File: config.mk
export PLATFORM = sky130hd
export DESIGN_NAME = div_iter
export DESIGN_NICKNAME = d
export VERILOG_FILES = /design/src/rtl/div_iter.sv
export SDC_FILE = /design/constraint.sdc
export NUM_CORES = 1
export LEC_CHECK = 0
export ABC_AREA = 1
export CAP_MARGIN = 30
export CORE_MARGIN = 3
export CORE_UTILIZATION = 64
export CTS_CLUSTER_DIAMETER = 50
export DETAILED_ROUTE_END_ITERATION = 8
export PLACE_DENSITY = 0.84
export RECOVER_POWER = 25
export REMOVE_ABC_BUFFERS = 1
export SLEW_MARGIN = 40
export SYNTH_ARGS = -nofsm -noshare
export SYNTH_HDL_FRONTEND = slang
export SYNTH_SLANG_ARGS = --single-unit
File: constraint.sdc
create_clock -name clock -period 7.52 [get_ports clock]
set_clock_uncertainty 0.15 [all_clocks]
set_input_delay 1.88 -clock clock [delete_from_list [all_inputs] [get_ports clock]]
set_output_delay 1.88 -clock clock [all_outputs]
set_load 0.05 [all_outputs]
File: src/rtl/div_iter.sv
// Iterative radix-2 restoring divider with RISC-V DIV/DIVU/REM/REMU semantics.
// Optional macro DIV_FAST_PATH_EN: zero divisor, signed overflow and |divisor| > |dividend| finish without iterating.
module div_iter #(
    parameter int XLEN = 32
) (
    input  logic            clock,
    input  logic            reset,
    input  logic            div_enable,
    input  logic [XLEN-1:0] div_rdata1,
    input  logic [XLEN-1:0] div_rdata2,
    input  logic            div_op_div,
    input  logic            div_op_divu,
    input  logic            div_op_rem,
    input  logic            div_op_remu,
    output logic            div_ready,
    output logic [XLEN-1:0] div_result
);
    localparam int CNT_W = $clog2(XLEN);
    localparam logic [CNT_W-1:0] CNT_LAST = CNT_W'(XLEN - 1);

    typedef enum logic [1:0] {
        S_IDLE = 2'd0,
        S_BUSY = 2'd1,
        S_DONE = 2'd2
    } state_t;

    function automatic logic [XLEN-1:0] negate(input logic [XLEN-1:0] v);
        return ~v + {{(XLEN-1){1'b0}}, 1'b1};
    endfunction

    function automatic logic [XLEN-1:0] magnitude(input logic [XLEN-1:0] v, input logic is_signed);
        return (is_signed && v[XLEN-1]) ? negate(v) : v;
    endfunction

    state_t          state_q, state_d;
    logic [CNT_W-1:0] cnt_q, cnt_d;
    logic [XLEN-1:0] quo_q, quo_d;
    logic [XLEN-1:0] rem_q, rem_d;
    logic [XLEN-1:0] dvs_q, dvs_d;
    logic            sel_rem_q, sel_rem_d;
    logic            neg_quo_q, neg_quo_d;
    logic            neg_rem_q, neg_rem_d;
    logic            dzero_q, dzero_d;
    logic            ready_q;
    logic [XLEN-1:0] result_q, result_d;

    logic            req_signed_s, req_rem_s, dzero_s;
    logic [XLEN-1:0] dvd_mag_s, dvs_mag_s;
    logic [XLEN:0]   rem_shift_s, rem_diff_s;
    logic            take_s;
    logic [XLEN-1:0] rem_next_s, quo_next_s, quo_fix_s, rem_fix_s;
    logic            fast_s;
    logic [XLEN-1:0] fast_res_s;

    // Request decode; unsigned quotient is also the fallback when no op bit is set
    always_comb begin
        req_rem_s    = !div_op_divu && (div_op_rem || div_op_remu);
        req_signed_s = !div_op_divu && !div_op_remu && (div_op_div || div_op_rem);
        dvd_mag_s    = magnitude(div_rdata1, req_signed_s);
        dvs_mag_s    = magnitude(div_rdata2, req_signed_s);
        dzero_s      = (div_rdata2 == {XLEN{1'b0}});
    end

    // One restoring step on the XLEN+1 bit partial remainder, plus sign fix-up of its outcome
    always_comb begin
        rem_shift_s = {rem_q, quo_q[XLEN-1]};
        rem_diff_s  = rem_shift_s - {1'b0, dvs_q};
        take_s      = (rem_shift_s >= {1'b0, dvs_q});
        rem_next_s  = take_s ? rem_diff_s[XLEN-1:0] : rem_shift_s[XLEN-1:0];
        quo_next_s  = {quo_q[XLEN-2:0], take_s};
        quo_fix_s   = (neg_quo_q && !dzero_q) ? negate(quo_next_s) : quo_next_s;
        rem_fix_s   = neg_rem_q ? negate(rem_next_s) : rem_next_s;
    end

`ifdef DIV_FAST_PATH_EN
    localparam logic [XLEN-1:0] MIN_NEG = {1'b1, {(XLEN-1){1'b0}}};
    logic ovf_s;
    logic [XLEN-1:0] fast_quo_s, fast_rem_s;

    // Requests whose result is known without iterating
    always_comb begin
        ovf_s = req_signed_s && (div_rdata1 == MIN_NEG) && (div_rdata2 == {XLEN{1'b1}});
        fast_s = dzero_s || ovf_s || (dvs_mag_s > dvd_mag_s);
        if (dzero_s) begin
            fast_quo_s = {XLEN{1'b1}};
            fast_rem_s = div_rdata1;
        end else if (ovf_s) begin
            fast_quo_s = MIN_NEG;
            fast_rem_s = {XLEN{1'b0}};
        end else begin
            fast_quo_s = {XLEN{1'b0}};
            fast_rem_s = div_rdata1;
        end
        fast_res_s = req_rem_s ? fast_rem_s : fast_quo_s;
    end
`else
    // Every request iterates
    always_comb begin
        fast_s     = 1'b0;
        fast_res_s = {XLEN{1'b0}};
    end
`endif

    // Next-state and datapath control
    always_comb begin
        state_d   = state_q;
        cnt_d     = cnt_q;
        quo_d     = quo_q;
        rem_d     = rem_q;
        dvs_d     = dvs_q;
        sel_rem_d = sel_rem_q;
        neg_quo_d = neg_quo_q;
        neg_rem_d = neg_rem_q;
        dzero_d   = dzero_q;
        result_d  = result_q;
        case (state_q)
            S_IDLE: begin
                if (div_enable) begin
                    sel_rem_d = req_rem_s;
                    neg_quo_d = req_signed_s && (div_rdata1[XLEN-1] ^ div_rdata2[XLEN-1]);
                    neg_rem_d = req_signed_s && div_rdata1[XLEN-1];
                    dzero_d   = dzero_s;
                    cnt_d     = CNT_LAST;
                    rem_d     = {XLEN{1'b0}};
                    quo_d     = dvd_mag_s;
                    dvs_d     = dvs_mag_s;
                    if (fast_s) begin
                        state_d  = S_DONE;
                        result_d = fast_res_s;
                    end else begin
                        state_d = S_BUSY;
                    end
                end else begin
                    state_d = S_IDLE;
                end
            end
            S_BUSY: begin
                if (!div_enable) begin
                    state_d = S_IDLE;
                end else begin
                    quo_d = quo_next_s;
                    rem_d = rem_next_s;
                    if (cnt_q == {CNT_W{1'b0}}) begin
                        state_d  = S_DONE;
                        result_d = sel_rem_q ? rem_fix_s : quo_fix_s;
                    end else begin
                        cnt_d = cnt_q - CNT_W'(1);
                    end
                end
            end
            S_DONE: begin
                state_d = S_IDLE;
            end
            default: begin
                state_d = S_IDLE;
            end
        endcase
    end

    // State and datapath registers
    always_ff @(posedge clock) begin
        if (reset) begin
            state_q   <= S_IDLE;
            cnt_q     <= {CNT_W{1'b0}};
            quo_q     <= {XLEN{1'b0}};
            rem_q     <= {XLEN{1'b0}};
            dvs_q     <= {XLEN{1'b0}};
            sel_rem_q <= 1'b0;
            neg_quo_q <= 1'b0;
            neg_rem_q <= 1'b0;
            dzero_q   <= 1'b0;
            ready_q   <= 1'b0;
            result_q  <= {XLEN{1'b0}};
        end else begin
            state_q   <= state_d;
            cnt_q     <= cnt_d;
            quo_q     <= quo_d;
            rem_q     <= rem_d;
            dvs_q     <= dvs_d;
            sel_rem_q <= sel_rem_d;
            neg_quo_q <= neg_quo_d;
            neg_rem_q <= neg_rem_d;
            dzero_q   <= dzero_d;
            ready_q   <= (state_d == S_DONE);
            result_q  <= result_d;
        end
    end

    assign div_ready  = ready_q;
    assign div_result = result_q;

endmodule

==> summary.md <==
| Metric | Value |
|---|---|
| Initial core utilization | `65.72%` |
| Crit Path Category | `reg2reg` |
| Async SR Flop Fraction | `0%` |
| CP Launch Type | `register` |
| Gr usage total | `34.69%` |
| Max Slew Vio Count | `34` |
| Postcts setup bufs | `0` |
| Die ar. | `19,460 um2` |
| Final WL | `34.44 mm` |
| Core area | `17,360 um2` |
| # placed instances | `2,180` |
| Vias in the first global route | `11,640` |
| Met2 Use GR | `55.65%` |
| Residual DRC | `0` |
| Distinct cells, synth | `49` |
| Final setup violation count | `0` |
| CP max stage cell | `clkbuf_1` |
| Register bit total from synthesis | `140` |
| Via Count | `13,010` |
| Final period util | `72.55%` |
| H-Tree Depth | `4` |
| Gr busiest metal | `met2` |
| PwrDens | `175.4 nW/um2` |
| Register area | `2803 um2` |
| Clock Tree Buf Depth | `2` |
| Synth Cell Area | `11,410 um2` |
| Max Freq | `183.3 MHz` |
| Simple-Gate Fraction of Synth Area | `34.85%` |
| Routability cong. | `1.002` |
| # IOs | `104` |
| Post-CTS sizing | `0` |
| Complex-gate fraction of the synthesized area | `20.81%` |
| Routed WL per cell | `15.58 um` |
| Setup TNS | `0 ns` |
| Avg Cell Area, Syn | `5.969 um2` |
| Final non-filler cell total | `2,211` |
| Crit-path leading delay family | `buffers and inverters` |
| Largest net degree at the start of global routing | `86` |
| Chip Height | `139.5 um` |
| Static Leak | `0.006350 uW` |
| Total number of yosys warnings | `0` |
| Clk root buf | `clkbuf_16` |
| Post-synth EDFFs | `0` |
| Share of the synthesized area in the top cell type | `24.57%` |
| Initial antenna violation count | `1` |
| Adder-cell share of the synthesized area | `4.234%` |
| Initial DRC count | `1,294` |
| Worst path most repeated cell | `inv_1` |
| Clk slew on worst S/H paths | `0.06 ns` |
| WP buf/inv | `7` |
| Register area share after synthesis | `24.57%` |
| Met3 Usage GRT | `6.976%` |
| Global-route wire length before repair | `56.17 mm` |
| Worst EP arrival | `5.63 ns` |
| Fin. Hold Viols | `0` |
| Hpwl dp | `25.91 mm` |
| Clk Latency, worst-skew pair | `0.43 ns` |
| Main flop type after synthesis | `dfxtp_1` |
| TritonCTS Buffers | `17` |
| Mean number of vias per cell | `5.886` |
| Overflow left after global routing | `0` |
| CP cell instances | `inv_1 > nor2_1 > clkbuf_1 > inv_1 > nor2_1 > clkbuf_1 > inv_1 > nor2_2 > clkinv_1 > buf_4 > a21oi_1 > a21oi_1` |
| Status | `finished with violations` |
| Final #Nets | `2,083` |
| Critical Path Fanout Max | `33` |
| VDD IR-drop max | `0.0001782 V` |
| Multiplexer share of the synthesized area | `0%` |
| Port Buffer Count | `103` |
| Synth Area in XOR/XNOR | `4.838%` |
| Crit. End Element | `register` |
| Met1 GRT Util | `46.76%` |
| FILL cells | `1,453` |
| DRT Pass-1 Iters | `7` |
| Worst EP required | `7.69 ns` |
| Max incr delay on CP | `1.12 ns` |
| Cts hold-fix bufs | `0` |
| Num rows | `48` |
| Area of the multi-input gates | `7391 um2` |
| Antenna viol nets, final | `0` |
| Type of the most critical hold path | `reg2reg` |
| Layout cells sized above 1 | `5.539%` |
| Clk sinks | `140` |
| TritonCTS clock tree | `yes` |
| Post-Synthesis Cells | `1,911` |
| N_diodes | `0` |
| Worst slew margin | `-0.6025%` |
| Violated checks | `max-capacitance violations, max-slew violations` |
| RSZ-0062 raised after global routing | `false` |
| Layout area overhead | `15.33%` |
| Largest family of logic cells by synthesized area | `simple AND/OR/NAND/NOR gates` |
| Synth top area cells | `dfxtp_1 25%, nand2_1 16%, a21oi_1 9.5%` |
| MaxCap Viol Count | `1` |
| Post-synth top area cell | `dfxtp_1` |
| Post-route minimum period | `5.456 ns` |
| Slew @ Worst Pin | `1.509 ns` |
| Die X | `139.5 um` |
## per-layer routing
metal	vias up	share of wire (%)
met3	76	8.3
met2	572	46
met5	-	0.038
met4	2	2.7
li1	6395	-
met1	5968	43
## layout by cell type, fill, tap and decap left out, types with 33 or more instances in the layout
cell type	netlist	layout
nand2_1	490	490
inv_1	226	225
dlygate4sd3_1	0	33
ha_1	37	37
clkdlybuf4s50_1	0	69
xor2_1	40	40
o21ai_0	145	145
dfxtp_1	140	140
nor3_1	39	39
nand3_1	120	120
nor2_1	181	178
a21oi_1	216	216
## power by group
part	internal, uW	total (uW)	leakage [uW]	switching (uW)
Combinational	180	537	0.00489	356
Clock	614	960	0.000315	346
Sequential	779	811	0.00114	31.8
Total	1570	2310	0.00635	734
## synth_stat cells (all sizes together) (23+ instances only)
library cell / instances
xnor2: 23
xor2: 40
nor2: 194
nor3: 40
inv: 238
clkbuf: 57
o21ai: 156
nand3: 123
dfxtp: 140
ha: 37
o211ai: 24
nand2: 513
a21oi: 218
## metrics by stage
stage	utilization [%]	cell area [um2]	power, uW	hold slack (ns)	setup slack [ns]
4_1_cts	75.84	13160	2294	0.3148	2.270
6_report	75.79	13150	2307	0.3128	2.064
5_1_grt	75.79	13150	2401	0.3506	1.683
3_3_place_gp	72.02	12500	1334	0.3039	2.365
3_5_place_dp	72.05	12510	1347	0.3051	2.403
2_1_floorplan	-	11090	1169	0.2893	1.544
## worst min-delay path, stage by stage (launching register included)
cell and delay, ns:
dfxtp_1 0.31, nand2_1 0.06, a21oi_1 0.05
## final cells by class
type	count	area share [%]
flip-flops and latches	140	21.31
well taps	225	2.140
repair buffers	115	8.456
clock inverters	10	1.427
multi-input cells	1458	56.19
inverters	242	6.906
clock buffers	21	3.577
## state kept, by name, summed over array words and instances (netlist names)
name        count
neg_rem_q       1
div_ready       1
quo_q          32
cnt_q           5
rem_q          32
dzero_q         1
div_result     32
neg_quo_q       1
sel_rem_q       1
dvs_q          32
state_q         2
## worst paths after layout
path,from,end,slack (ns),cells past startpoint
hold reg to reg,quo_q[2]$_SDFFE_PP0P_,quo_q[2]$_SDFFE_PP0P_,0.31,2
setup reg to reg,state_q[0]$_SDFF_PP0_,div_result[4]$_SDFFE_PP0P_,2.06,12
hold / removal,quo_q[2]$_SDFFE_PP0P_,quo_q[2]$_SDFFE_PP0P_,0.31,2
setup / recovery,state_q[0]$_SDFF_PP0_,div_result[4]$_SDFFE_PP0P_,2.06,12
## logic make-up (layout without fill, tap and decap cells)
| kind of cell | after synthesis | after routing |
|---|---|---|
| adder cells (fa/ha/maj) | 38 | 38 |
| XOR/XNOR | 63 | 63 |
| AO/OA/AOI/OAI | 438 | 438 |
| AND/OR/NAND/NOR | 919 | 919 |
| buffers and inverters | 313 | 388 |
| flip-flops | 140 | 140 |
Note: power is estimated with default switching activity, not from simulation.
